**src/rtl/ct_hpcp_cnten_bank_if.sv**
```systemverilog
`default_nettype none
// ============================================================================
//  Module   : ct_hpcp_cnten_bank_if
//  Brief    : Bus between the HPCP CSR decode logic (master) and the
//             counter-enable bank (slave): indexed enable-register access,
//             per-channel count enables, overflow pending and interrupt
//             handshake.
//  Revision : 1.0  initial release
// ============================================================================
interface ct_hpcp_cnten_bank_if #(
    parameter int CNT_NUM = 8,
    parameter int IDX_W   = 3,
    parameter int PRIV_W  = 2,
    parameter int PLV_NUM = 4
);
    logic [PRIV_W-1:0]  cp0_yy_priv_mode;
    logic               hpcp_freeze;
    logic               cnten_wen;
    logic [IDX_W-1:0]   cnten_widx;
    logic [PLV_NUM-1:0] hpcp_wdata;
    logic               cnten_ren;
    logic [IDX_W-1:0]   cnten_ridx;
    logic [PLV_NUM-1:0] cnten_rdata;
    logic [CNT_NUM-1:0] cntinten;
    logic [CNT_NUM-1:0] cnt_ovf;
    logic [CNT_NUM-1:0] ovf_clr;
    logic [CNT_NUM-1:0] ovf_pending;
    logic               hpcp_int_req;
    logic               hpcp_int_ack;

    modport master (
        output cp0_yy_priv_mode, hpcp_freeze,
        output cnten_wen, cnten_widx, hpcp_wdata,
        output cnten_ren, cnten_ridx,
        output cnt_ovf, ovf_clr, hpcp_int_ack,
        input  cnten_rdata, cntinten, ovf_pending, hpcp_int_req
    );

    modport slave (
        input  cp0_yy_priv_mode, hpcp_freeze,
        input  cnten_wen, cnten_widx, hpcp_wdata,
        input  cnten_ren, cnten_ridx,
        input  cnt_ovf, ovf_clr, hpcp_int_ack,
        output cnten_rdata, cntinten, ovf_pending, hpcp_int_req
    );
endinterface
`default_nettype wire

```
**src/rtl/ct_hpcp_cnten_bank.sv**
```systemverilog
`default_nettype none
// ============================================================================
//  Module   : ct_hpcp_cnten_bank
//  Brief    : Bank of CNT_NUM x PLV_NUM counter-enable bits for the HPCP
//             unit. Indexed read/write, registered per-channel enables with
//             global freeze, and (when HPCP_OVF_INT_EN is defined) sticky
//             overflow pending bits plus an interrupt req/ack machine.
//  Macro    : HPCP_OVF_INT_EN - builds the overflow / interrupt logic;
//             otherwise ovf_pending and hpcp_int_req are tied low.
//  Revision : 1.0  initial release
// ============================================================================
module ct_hpcp_cnten_bank #(
    parameter int CNT_NUM = 8,
    parameter int IDX_W   = 3,
    parameter int PRIV_W  = 2,
    parameter int PLV_NUM = 4
) (
    input  wire logic             hpcp_clk,
    input  wire logic             cpurst,
    ct_hpcp_cnten_bank_if.slave   bus
);

    // ------------------------------------------------------------------
    // Enable storage
    // ------------------------------------------------------------------
    logic [PLV_NUM-1:0] plv_q [CNT_NUM];
    logic [PLV_NUM-1:0] plv_d [CNT_NUM];
    logic [PLV_NUM-1:0] cnten_rdata_q;
    logic [PLV_NUM-1:0] cnten_rdata_d;
    logic [CNT_NUM-1:0] cntinten_q;
    logic [CNT_NUM-1:0] cntinten_d;

    // Write decode: only indices below CNT_NUM match, so out-of-range
    // writes fall through without touching any channel.
    always_comb begin
        for (int i = 0; i < CNT_NUM; i++) begin
            plv_d[i] = plv_q[i];
            if (bus.cnten_wen && (bus.cnten_widx == IDX_W'(i))) begin
                plv_d[i] = bus.hpcp_wdata;
            end
        end
    end

    // Read mux taken from next-state so a same-cycle write is returned;
    // an index with no channel behind it reads as zero.
    always_comb begin
        cnten_rdata_d = cnten_rdata_q;
        if (bus.cnten_ren) begin
            cnten_rdata_d = '0;
            for (int i = 0; i < CNT_NUM; i++) begin
                if (bus.cnten_ridx == IDX_W'(i)) begin
                    cnten_rdata_d = plv_d[i];
                end
            end
        end
    end

    // Per-channel enable selects the bit for the current privilege level.
    always_comb begin
        for (int i = 0; i < CNT_NUM; i++) begin
            cntinten_d[i] = plv_q[i][bus.cp0_yy_priv_mode] & ~bus.hpcp_freeze;
        end
    end

    // Enable registers, read-data register and count-enable outputs.
    always_ff @(posedge hpcp_clk) begin
        if (cpurst) begin
            for (int i = 0; i < CNT_NUM; i++) begin
                plv_q[i] <= '0;
            end
            cnten_rdata_q <= '0;
            cntinten_q    <= '0;
        end else begin
            for (int i = 0; i < CNT_NUM; i++) begin
                plv_q[i] <= plv_d[i];
            end
            cnten_rdata_q <= cnten_rdata_d;
            cntinten_q    <= cntinten_d;
        end
    end

    assign bus.cnten_rdata = cnten_rdata_q;
    assign bus.cntinten    = cntinten_q;

`ifdef HPCP_OVF_INT_EN
    // ------------------------------------------------------------------
    // Overflow pending bits and interrupt handshake
    // ------------------------------------------------------------------
    localparam logic [1:0] c_st_idle    = 2'd0;
    localparam logic [1:0] c_st_req     = 2'd1;
    localparam logic [1:0] c_st_service = 2'd2;

    logic [1:0]         state_q;
    logic [1:0]         state_d;
    logic [CNT_NUM-1:0] ovf_pending_q;
    logic [CNT_NUM-1:0] ovf_pending_d;
    logic               int_req_q;
    logic               int_req_d;

    // Pending bits are sticky; a set in the same cycle as a clear wins.
    // The machine only leaves SERVICE once every pending bit is gone.
    always_comb begin
        ovf_pending_d = (ovf_pending_q & ~bus.ovf_clr) | bus.cnt_ovf;
        state_d       = state_q;
        case (state_q)
            c_st_idle: begin
                if (|ovf_pending_q) begin
                    state_d = c_st_req;
                end
            end
            c_st_req: begin
                if (bus.hpcp_int_ack) begin
                    state_d = c_st_service;
                end
            end
            c_st_service: begin
                if (ovf_pending_q == '0) begin
                    state_d = c_st_idle;
                end
            end
            default: state_d = c_st_idle;
        endcase
        int_req_d = (state_d == c_st_req);
    end

    // Pending, state and request flops.
    always_ff @(posedge hpcp_clk) begin
        if (cpurst) begin
            ovf_pending_q <= '0;
            state_q       <= c_st_idle;
            int_req_q     <= 1'b0;
        end else begin
            ovf_pending_q <= ovf_pending_d;
            state_q       <= state_d;
            int_req_q     <= int_req_d;
        end
    end

    assign bus.ovf_pending  = ovf_pending_q;
    assign bus.hpcp_int_req = int_req_q;
`else
    // Overflow inputs have no sink in this build.
    logic w_unused;
    assign w_unused = ^{bus.cnt_ovf, bus.ovf_clr, bus.hpcp_int_ack};

    assign bus.ovf_pending  = '0;
    assign bus.hpcp_int_req = 1'b0;
`endif

endmodule
`default_nettype wire

```
**src/flat_wrapper.sv**
```systemverilog
// flat-port wrapper written by rule: the top's interface ports become plain ports
module ct_hpcp_cnten_bank_flat 
#(
    parameter int CNT_NUM = 8,
    parameter int IDX_W   = 3,
    parameter int PRIV_W  = 2,
    parameter int PLV_NUM = 4
)
  (hpcp_clk, cpurst, bus_cp0_yy_priv_mode, bus_hpcp_freeze, bus_cnten_wen, bus_cnten_widx, bus_hpcp_wdata, bus_cnten_ren, bus_cnten_ridx, bus_cnt_ovf, bus_ovf_clr, bus_hpcp_int_ack, bus_cnten_rdata, bus_cntinten, bus_ovf_pending, bus_hpcp_int_req);
  ct_hpcp_cnten_bank_if #(.CNT_NUM(CNT_NUM), .IDX_W(IDX_W), .PRIV_W(PRIV_W), .PLV_NUM(PLV_NUM)) bus_i ();
  input  wire logic hpcp_clk;
  input  wire logic cpurst;
  input wire logic [$bits(bus_i.cp0_yy_priv_mode)-1:0] bus_cp0_yy_priv_mode;
  input wire logic [$bits(bus_i.hpcp_freeze)-1:0] bus_hpcp_freeze;
  input wire logic [$bits(bus_i.cnten_wen)-1:0] bus_cnten_wen;
  input wire logic [$bits(bus_i.cnten_widx)-1:0] bus_cnten_widx;
  input wire logic [$bits(bus_i.hpcp_wdata)-1:0] bus_hpcp_wdata;
  input wire logic [$bits(bus_i.cnten_ren)-1:0] bus_cnten_ren;
  input wire logic [$bits(bus_i.cnten_ridx)-1:0] bus_cnten_ridx;
  input wire logic [$bits(bus_i.cnt_ovf)-1:0] bus_cnt_ovf;
  input wire logic [$bits(bus_i.ovf_clr)-1:0] bus_ovf_clr;
  input wire logic [$bits(bus_i.hpcp_int_ack)-1:0] bus_hpcp_int_ack;
  output wire logic [$bits(bus_i.cnten_rdata)-1:0] bus_cnten_rdata;
  output wire logic [$bits(bus_i.cntinten)-1:0] bus_cntinten;
  output wire logic [$bits(bus_i.ovf_pending)-1:0] bus_ovf_pending;
  output wire logic [$bits(bus_i.hpcp_int_req)-1:0] bus_hpcp_int_req;
  assign bus_i.cp0_yy_priv_mode = bus_cp0_yy_priv_mode;
  assign bus_i.hpcp_freeze = bus_hpcp_freeze;
  assign bus_i.cnten_wen = bus_cnten_wen;
  assign bus_i.cnten_widx = bus_cnten_widx;
  assign bus_i.hpcp_wdata = bus_hpcp_wdata;
  assign bus_i.cnten_ren = bus_cnten_ren;
  assign bus_i.cnten_ridx = bus_cnten_ridx;
  assign bus_i.cnt_ovf = bus_cnt_ovf;
  assign bus_i.ovf_clr = bus_ovf_clr;
  assign bus_i.hpcp_int_ack = bus_hpcp_int_ack;
  assign bus_cnten_rdata = bus_i.cnten_rdata;
  assign bus_cntinten = bus_i.cntinten;
  assign bus_ovf_pending = bus_i.ovf_pending;
  assign bus_hpcp_int_req = bus_i.hpcp_int_req;
  ct_hpcp_cnten_bank #(.CNT_NUM(CNT_NUM), .IDX_W(IDX_W), .PRIV_W(PRIV_W), .PLV_NUM(PLV_NUM)) u_core (.hpcp_clk(hpcp_clk), .cpurst(cpurst), .bus(bus_i));
endmodule
```
**config.mk**
```make
export PLATFORM = sky130hd
export DESIGN_NAME = ct_hpcp_cnten_bank_flat
export DESIGN_NICKNAME = d
export VERILOG_FILES = /design/src/rtl/ct_hpcp_cnten_bank_if.sv /design/src/rtl/ct_hpcp_cnten_bank.sv /design/src/flat_wrapper.sv
export SDC_FILE = /design/constraint.sdc
export NUM_CORES = 1
export LEC_CHECK = 0
export CORE_ASPECT_RATIO = 1.75
export CORE_MARGIN = 4
export CORE_UTILIZATION = 23
export CTS_CLUSTER_SIZE = 10
export DETAILED_ROUTE_END_ITERATION = 10
export GPL_ROUTABILITY_DRIVEN = 0
export SYNTH_ARGS = -nofsm -noshare
export SYNTH_HDL_FRONTEND = slang
export SYNTH_SLANG_ARGS = --single-unit
export TNS_END_PERCENT = 10
```
**constraint.sdc**
```tcl
create_clock -name hpcp_clk -period 1.8 [get_ports hpcp_clk]
set_clock_uncertainty 0.15 [all_clocks]
set_input_delay 0.45 -clock hpcp_clk [delete_from_list [all_inputs] [get_ports hpcp_clk]]
set_output_delay 0.45 -clock hpcp_clk [all_outputs]
set_load 0.01 [all_outputs]
```
# --- Yosys cells after proc, flatten, opt, wreduce, memory -nomap -nowiden ---
# Memory sizes are Yosys's and may differ from the RTL's.
# Index checks and enable logic that the tools add are counted.
classes:
  add_sub_neg: 0
  mul: 0
  div: 0
  order_cmp: 1
  n_eq_ne: 14
  n_shift: 0
  n_mux: 43
  n_bitwise: 17
  n_reduce_logical: 10
ops:
  columns: ["op", "count"]
  rows:
  - ["two-way mux 4 bit", 24]
  - ["equality test 3 bit (second input constant)", 8]
  - ["binary-select mux 1 bit (select 2 bit)", 8]
  - ["equality test 3 x 2 -> 1 bit (second input constant)", 4]
  - ["two-way mux 1 bit", 11]
  - ["AND 1 bit", 8]
  - ["logical AND 1 bit", 8]
  - ["bitwise OR 1 bit", 8]
  - ["equality test 3 x 1 -> 1 bit (second input constant)", 2]
  - ["zero test 3 bit", 2]
  - ["< comparator 2 x 3 -> 1 bit (second input constant)", 1]
  - ["NOT 1 bit", 1]
word_totals:
  ff_bits: 12
  latchBits: 0
  ram_bits: 32
  romBits: 0
  in_bits: 34
  elab_cells: 88
  n_memories: 1
memory_table:
  columns: ["name", "depth", "width", "rd", "rd_clocked_by_memory_dff", "write_ports", "line", "source"]
  rows:
  - ["u_core.plv_q", 8, 4, 8, 0, 8, "ct_hpcp_cnten_bank.sv:26", "logic [PLV_NUM-1:0] plv_q [CNT_NUM];"]

# --- Depth between registers and ports, before layout ---
# Gate-level depths: netlist of the first run.
logic_depth:
  word_depth: 11
  ltp_mapped: 7

# --- Least setup slack after synthesis of the first run ---
# No wires, ideal clock.
synth_timing:
  path_type: "input port to flip-flop"
  from: "in bus_cnten_widx[2]"
  to: "reg u_core.cnten_rdata_q[2] (netlist: u_core.bus.cnten_rdata[2])"
  setup_time_ns: 0.138
  arrival_ns: 1.672
  t_required_ns: 1.512
  setup_slack_ns: -0.160
  stages: 7
  n_path_buf: 2
  cell_sequence: "buf_4 -> and4bb_1 -> buf_2 -> mux2i_1 -> o32ai_1 -> o32ai_1 -> a311oi_1"
synth_between:
  elab_chain_cells: 11
  elab_cells_between_ends: 32
  classes_between: "eq/ne: 7; mux: 16; reduce/logical: 9"
synth_rtl:
  columns: ["item", "line", "source"]
  rows:
  - ["start, declared", "flat_wrapper.sv:16", "input wire logic [$bits(bus_i.cnten_widx)-1:0] bus_cnten_widx;"]
  - ["zero test 3 bit", "ct_hpcp_cnten_bank.sv:38", "if (bus.cnten_wen && (bus.cnten_widx == IDX_W'(i))) begin"]
  - ["logical AND 1 bit", "ct_hpcp_cnten_bank.sv:38", null]
  - ["two-way mux 4 bit", "ct_hpcp_cnten_bank.sv:38", null]
  - ["two-way mux 4 bit (7 in a row)", "ct_hpcp_cnten_bank.sv:51", "if (bus.cnten_ridx == IDX_W'(i)) begin"]
  - ["two-way mux 4 bit (*)", "ct_hpcp_cnten_bank.sv:51", null]
  - ["end signal, assigned", "ct_hpcp_cnten_bank.sv:77", "cnten_rdata_q <= cnten_rdata_d;"]
  - ["end, declared", "ct_hpcp_cnten_bank.sv:28", "logic [PLV_NUM-1:0] cnten_rdata_q;"]
# Mark *: on every way between the ends. The rest lies on a longest branch, timed or not.
# A chain may end at the register's enable or synchronous reset.

# --- Worst setup path after layout of the first run ---
layout_timing:
  from: "in bus_cnten_widx[2]"
  to: "reg u_core.cnten_rdata_q[3] (netlist: u_core.bus.cnten_rdata[3])"
# Same word-level chain as after synthesis.

==> results of run 1 <==
## layout make-up
class	count	share of cell area
Sequential cell	44	0.277
Tap cell	122	0.0480
Multi-Input combinational cell	159	0.407
Clock inverter	1	0.00275
Inverter	4	0.00472
Timing Repair Buffer	78	0.219
Clock buffer	7	0.0417
## worst paths after layout
check	slack [ps]	cells after the start	endpoint
worst min-delay path	340	2	u_core.bus.cnten_rdata[2]$_SDFFE_PP0P_
worst max-delay path	-10	8	u_core.bus.cnten_rdata[3]$_SDFFE_PP0P_
worst min register to register	340	2	u_core.bus.cnten_rdata[2]$_SDFFE_PP0P_
worst max register to register	340	5	u_core.bus.cnten_rdata[2]$_SDFFE_PP0P_
## worst max-delay path: cells and delay by family
family / cells / cell delay [ps]
compound gates: 3 / 390
buf+inv: 3 / 400
mux: 1 / 280
simple gates: 1 / 290
## synthesized netlist by cell type, drive strengths merged (2+ instances only)
cell type and count:
o21ai 5, o22ai 3, o32ai 3, clkbuf 11, nand3 3, inv 4
a221oi 3, a41oi 2, o21bai 2, nand2 10, a21oi 6, mux4 8
a211oi 2, or2 2, nor2 41, o221ai 3, nor2b 10, buf 20
and4bb 2, nand4b 4, dfxtp 44, mux2i 30
## through the flow
stage               cells  hold WS, ps   util  cell area, µm²
CTS                   415          342  0.336            3160
detailed placement    401          331  0.303            2850
finish                415          336  0.338            3180
global route          415          357  0.338            3180
floorplan             238          297      -            2250
global placement      401          318  0.303            2850
## cell families (layout without fill, tap and decap cells)
logic type | after synthesis | count (layout)
other | 1 | 9
AND/OR/NAND/NOR | 78 | 78
multiplexers | 38 | 38
buffers and inverters | 35 | 90
flip-flops | 44 | 44
AO/OA/AOI/OAI | 33 | 33
XOR/XNOR | 1 | 1
## power by group through the flow
| stage | registers, W | clock network (W) | logic, W |
|---|---|---|---|
| 3_3_place_gp | 0.00103 | 0 | 0.000329 |
| 6_report | 0.00101 | 0.000894 | 0.000366 |
| 5_1_grt | 0.00101 | 0.000955 | 0.000393 |
| 2_1_floorplan | 0.00103 | 0 | 0.000188 |
| 4_1_cts | 0.00101 | 0.000913 | 0.000365 |
| 3_5_place_dp | 0.00103 | 0 | 0.000330 |
## flip-flops by register name, summed over array words and instances, names as in the netlist
register,count
u_core.bus.cnten_rdata,4
u_core.plv_q,32
u_core.bus.cntinten,8
## routing by layer
metal / global-route usage / wire length (µm) / vias up
li1: - / - / 919
met1: 0.118 / 2300 / 936
met2: 0.243 / 3800 / 47
met3: 0.0196 / 201 / 20
met4: 0.0582 / 234 / 0
met5: 0 / 0 / -
## timing repair
action / 4_1_cts / 5_1_grt
resized for setup: 52 / 8
pin swaps: 14 / 0
setup buffers: 4 / 0
endpoints found under the setup margin: 18 / 8
gates cloned: 2 / 0
==> flow_metrics.py, run 1 <==
metrics = {
    "status": {
        "outcome": "finished, violations left",
        "violations": "negative setup slack",
    },
    "drt": {
        "via_count": 1922,
        "antenna_left": 0,
        "vias_per_cell": 4.63,
        "wire_per_inst_um": 15.8,
        "drt-total-wl_um": 6540,
        "drc": 0,
        "drt_iter0_drc": 88,
        "drtPass1Iterations": 4,
    },
    "logic_synthesis": {
        "synthArstFlopShare": 0,
        "synth_fa_ha_area_frac": 0,
        "yosysTopAreaCellShare": 0.399,
        "synth-compound-area-share": 0.106,
        "syn_inst": 230,
        "synth.area.top_cells": "dfxtp_1, mux2i_1, mux4_2, nor2_1, buf_4",
        "muxShareOfSynthArea": 0.218,
        "synth_edf_count": 0,
        "syn_area_per_cell_um2": 9.60,
        "synth_top_flop_cell": "dfxtp_1",
        "yosysWarningCount": 0,
        "ys_seq_elements": 44,
        "yosysSeqAreaShare": 0.399,
        "yosys.area_share.simple": 0.184,
        "syn_area_um2": 2210,
        "synth_top_family_by_area": "multiplexers",
        "ys_types": 38,
        "synth_area_leader_cell": "dfxtp_1",
        "synth-xor-area-share": 0.00397,
    },
    "floorplan": {
        "rows": 47,
        "die_w_um": 82.1,
        "fp.dieH_um": 138,
        "die_area_um2": 11300,
        "start_util": 0.235,
        "fp.coreArea_um2": 9410,
        "num_io_pins": 55,
    },
    "global_routing": {
        "gr-total-overflow": 0,
        "antenna_found_initial": 0,
        "grt_first_pass_wirelength_um": 10300,
        "grt_max_degree": 21,
        "grt_use_total": 0.123,
        "grt_pass1_vias": 1978,
    },
    "timing": {
        "finalWorstSetupSlack_ps": -10.3,
        "setup_viol_count_final": 2,
        "rsz0062_at_grt": "yes",
        "min_period_ps": 1810,
        "fmax_ghz": 0.552,
        "period_share": 1.01,
        "maxSlewViolCount": 0,
        "hold_viol_final": 0,
        "fin_setup_tns_ps": -18.9,
    },
    "cts": {
        "insertion_delay_ps": 290,
        "cts_buffers": 5,
        "clockBufferDepth": 2,
        "ctsHoldBuffers": 0,
        "cts_tree": "done",
        "htree_levels": 2,
        "clkTransAtPathRegs_ps": 60,
        "cts-root-buf": "clkbuf_16",
        "numClockSinks": 44,
    },
    "setup_path": {
        "crit_top_cell": "buf_6",
        "startpoint_type": "primary input",
        "r2r-start": "u_core.plv_q[1][6]$_SDFF_PP0_",
        "cp_data_required_time_ps": 1810,
        "critPathSlowestCell": "nor4b_4",
        "slowest_delay_ps": 290,
        "path_cells": "buf_6, buf_6, nor4b_4, buf_6, mux2i_4, o32ai_2, o221ai_1, a41oi_1",
        "startpoint": "bus_cnten_widx[2]",
        "path_class": "primary input to flip-flop",
        "cp-end-kind": "flip-flop",
        "arrival_ps": 1820,
        "crit_fanout": 6,
    },
    "power": {
        "p_switching_w": 0.000572,
        "p_sw_frac": 0.252,
        "power_density_nw_per_um2": 713,
        "finalPower_w": 0.00227,
        "pwr-share-comb": 0.161,
        "vdd_ir_drop_max_mv": 0.320,
        "internal_power_w": 0.00170,
        "seqPwrFrac": 0.445,
        "p_leak_nw": 1.34,
        "p_clk_frac": 0.394,
    },
    "placed_design": {
        "place.detailed.hpwl_um": 5120,
        "pre_cts_ws_ps": -808,
        "port_buffers": 28,
    },
    "cells_and_area": {
        "drive_above_1_share": 0.317,
        "multi_input_area_um2": 1300,
        "regArea_um2": 881,
        "antennaDiodeCount": 0,
        "final_common_cell": "dfxtp_1",
        "final_cell_mix": "dfxtp_1, buf_4, nor2_1",
        "finalNetCount": 326,
        "area.growth.synth_to_final_pct": 44.2,
        "fill_cells": 989,
    },
    "flow_run": {
        "drv_cap": 0,
    },
    "hold_path": {
        "hp-class": "flip-flop to flip-flop",
        "min_from": "u_core.bus.cnten_rdata[2]$_SDFFE_PP0P_",
    },
}
Note: power is estimated with default switching activity, not from simulation.
==> run 2, diff against run 1 <==
- CAP_MARGIN: default -> 30
- CORE_UTILIZATION: 23 -> 44
- PLACE_DENSITY: default -> 0.76
==> run 2 against run 1 <==
Net effect: the run now ends clean; fmax rose by 1.6%; largest power group unchanged; die area decreased by 45%; combinational power grew 11%; global-route usage grew 10 points; non-clock buffer count up 11; first-iteration DRC count is 35% higher.
==> flow_metrics.py, run 2 (synthesis results as in run 1) <==
metrics = {
    "cells_and_area": {
        "finalNetCount": 337,
        "fill_cells": 334,
        "regMostFlops": "u_core.plv_q",
        "final_core_util": 0.672,
        "finalInstanceArea_um2": 3220,
        "largest_reg_flops": 32,
        "antennaDiodeCount": 0,
        "area.growth.synth_to_final_pct": 45.7,
        "final_common_cell": "buf_4",
        "drive_above_1_share": 0.388,
        "stdcell_count": 356,
        "final_cell_mix": "buf_4, dfxtp_1, nor2_1",
    },
    "setup_path": {
        "cp.depth": 6,
        "rrSetupSlack_ps": 370,
        "critical_path.top_delay_family": "compound AO/OA/AOI/OAI gates",
        "cp-end-kind": "flip-flop",
        "path_cells": "clkbuf_4, nand4_1, buf_4, a32oi_1, nand2_1, a311oi_1",
        "critPathSlowestCell": "a32oi_1",
        "rr_endpoint": "u_core.bus.cnten_rdata[2]$_SDFFE_PP0P_",
        "crit_fanout": 8,
        "crit_end": "u_core.bus.cnten_rdata[2]$_SDFFE_PP0P_",
        "r2r-start": "u_core.plv_q[1][6]$_SDFF_PP0_",
        "startpoint_type": "primary input",
        "slowest_delay_ps": 300,
        "cp_data_required_time_ps": 1870,
        "reg2regPathDepth": 5,
        "startpoint": "bus_cnten_wen",
        "path_class": "primary input to flip-flop",
        "arrival_ps": 1850,
        "crit_buf_inv": 2,
    },
    "drt": {
        "drtPass1Iterations": 4,
        "drt-total-wl_um": 7200,
        "vias_per_cell": 5.88,
        "wire_per_inst_um": 20.2,
        "antenna_left": 0,
        "drt_iter0_drc": 119,
        "drc": 0,
        "via_count": 2095,
    },
    "floorplan": {
        "num_io_pins": 55,
        "fp.dieH_um": 102,
        "start_util": 0.461,
        "fp.coreArea_um2": 4790,
        "rows": 33,
        "die_w_um": 61.5,
        "die_area_um2": 6260,
    },
    "global_routing": {
        "grt_first_pass_wirelength_um": 10300,
        "grt_use_total": 0.227,
        "grt_max_degree": 18,
        "gr-total-overflow": 0,
        "antenna_found_initial": 0,
        "grt_pass1_vias": 2136,
    },
    "power": {
        "vdd_ir_drop_max_mv": 0.691,
        "p_leak_nw": 1.38,
        "power_density_nw_per_um2": 644,
    },
    "timing": {
        "maxSlewViolCount": 0,
        "min_period_ps": 1780,
        "setup_viol_count_final": 0,
        "hold_viol_final": 0,
        "fmax_ghz": 0.561,
        "finalWorstSetupSlack_ps": 18.4,
        "period_share": 0.990,
    },
    "cts": {
        "htree_levels": 2,
        "cts_buffers": 5,
        "ctsHoldBuffers": 0,
        "cts_tree": "done",
        "clkTransAtPathRegs_ps": 90,
        "cts-root-buf": "clkbuf_8",
        "clockBufferDepth": 2,
        "insertion_delay_ps": 310,
        "numClockSinks": 44,
    },
    "flow_run": {
        "drv_cap": 0,
    },
    "hold_path": {
        "hp-class": "primary input to flip-flop",
    },
    "status": {
        "outcome": "finished, final reports clean",
    },
    "placed_design": {
        "placed_cells": 337,
        "pre_cts_ws_ps": -863,
        "place.detailed.hpwl_um": 4810,
        "postPlaceCellArea_um2": 2820,
        "port_buffers": 28,
    },
}
[run 2: changes by cell type in the layout (fill, tap and decap cells not counted), sizes merged]
cell           delta
clkdlybuf4s50     -4
clkinv            +1
clkbuf            +1
clkdlybuf4s15     -1
buf              +10
dlygate4sd2       +4
[run 2: timing repair]
item / 4_1_cts / 5_1_grt
setup endpoints to repair: 35 / 4
gates resized for setup: 48 / 38
cloned: 0 / 0
setup buffers: 5 / 6
pin swaps: 8 / 13
hold endpoints to repair: 0 / 0
[run 2: how the worst min path moves through the flow]
| stage | startpoint | depth (start not counted) | slack (ps) | end |
|---|---|---|---|---|
| CTS | u_core.plv_q[1][2]$_SDFF_PP0_ | 2 | 340 | u_core.plv_q[1][2]$_SDFF_PP0_ |
| detailed placement | u_core.plv_q[1][2]$_SDFF_PP0_ | 2 | 330 | u_core.plv_q[1][2]$_SDFF_PP0_ |
| floorplan | u_core.plv_q[1][2]$_SDFF_PP0_ | 2 | 300 | u_core.plv_q[1][2]$_SDFF_PP0_ |
| finish | bus_cnten_widx[1] | 4 | 340 | u_core.plv_q[1][2]$_SDFF_PP0_ |
| global placement | u_core.plv_q[1][2]$_SDFF_PP0_ | 2 | 320 | u_core.plv_q[1][2]$_SDFF_PP0_ |
| global route | bus_cnten_widx[1] | 4 | 380 | u_core.plv_q[1][2]$_SDFF_PP0_ |
[run 2: report_power, final]
group          internal, W  total (W)  switching [W]
combinational     0.000201   0.000405       0.000204
clock             0.000307   0.000654       0.000347
sequential        0.000996    0.00101      0.0000159
total              0.00150    0.00207       0.000567
[run 2: metrics by stage]
stage / setup TNS [ps] / hold slack, ps / total power (W)
after floorplan: -257 / 297 / 0.00122
after global placement: -15570 / 322 / 0.00136
after detailed placement: -17000 / 326 / 0.00137
after CTS: 0 / 344 / 0.00202
after global routing: -83.2 / 383 / 0.00213
final: 0 / 344 / 0.00207
[run 2: area by class of cell]
type | count | area [µm²] | area share
Multi-Input combinational cell | 159 | 1370 | 0.426
Clock inverter | 2 | 10.0 | 0.00311
Clock buffer | 6 | 82.6 | 0.0257
Inverter | 4 | 15.0 | 0.00467
Tap cell | 52 | 65.1 | 0.0202
Timing Repair Buffer | 89 | 793 | 0.247
Sequential cell | 44 | 881 | 0.274
[run 2: worst reg2reg max path, delay by kind of cell (launching register included)]
family,cells,cell delay (ps)
AND/OR/NAND/NOR,1,80
AO/OA/AOI/OAI,4,740
flip-flops,1,380
[run 2: per-layer routing]
metal	track usage	vias to the layer above	wire (µm)
met3	0.0319	36	553
met2	0.377	139	3670
met4	0.172	0	503
met1	0.247	978	2470
met5	0	-	0
li1	-	942	-
==> run 3, diff against run 2 <==
- HOLD_SLACK_MARGIN: default -> 0.15
==> results of run 3 <==
Same layout as run 2: the final DEF is identical, and so are final timing and power.
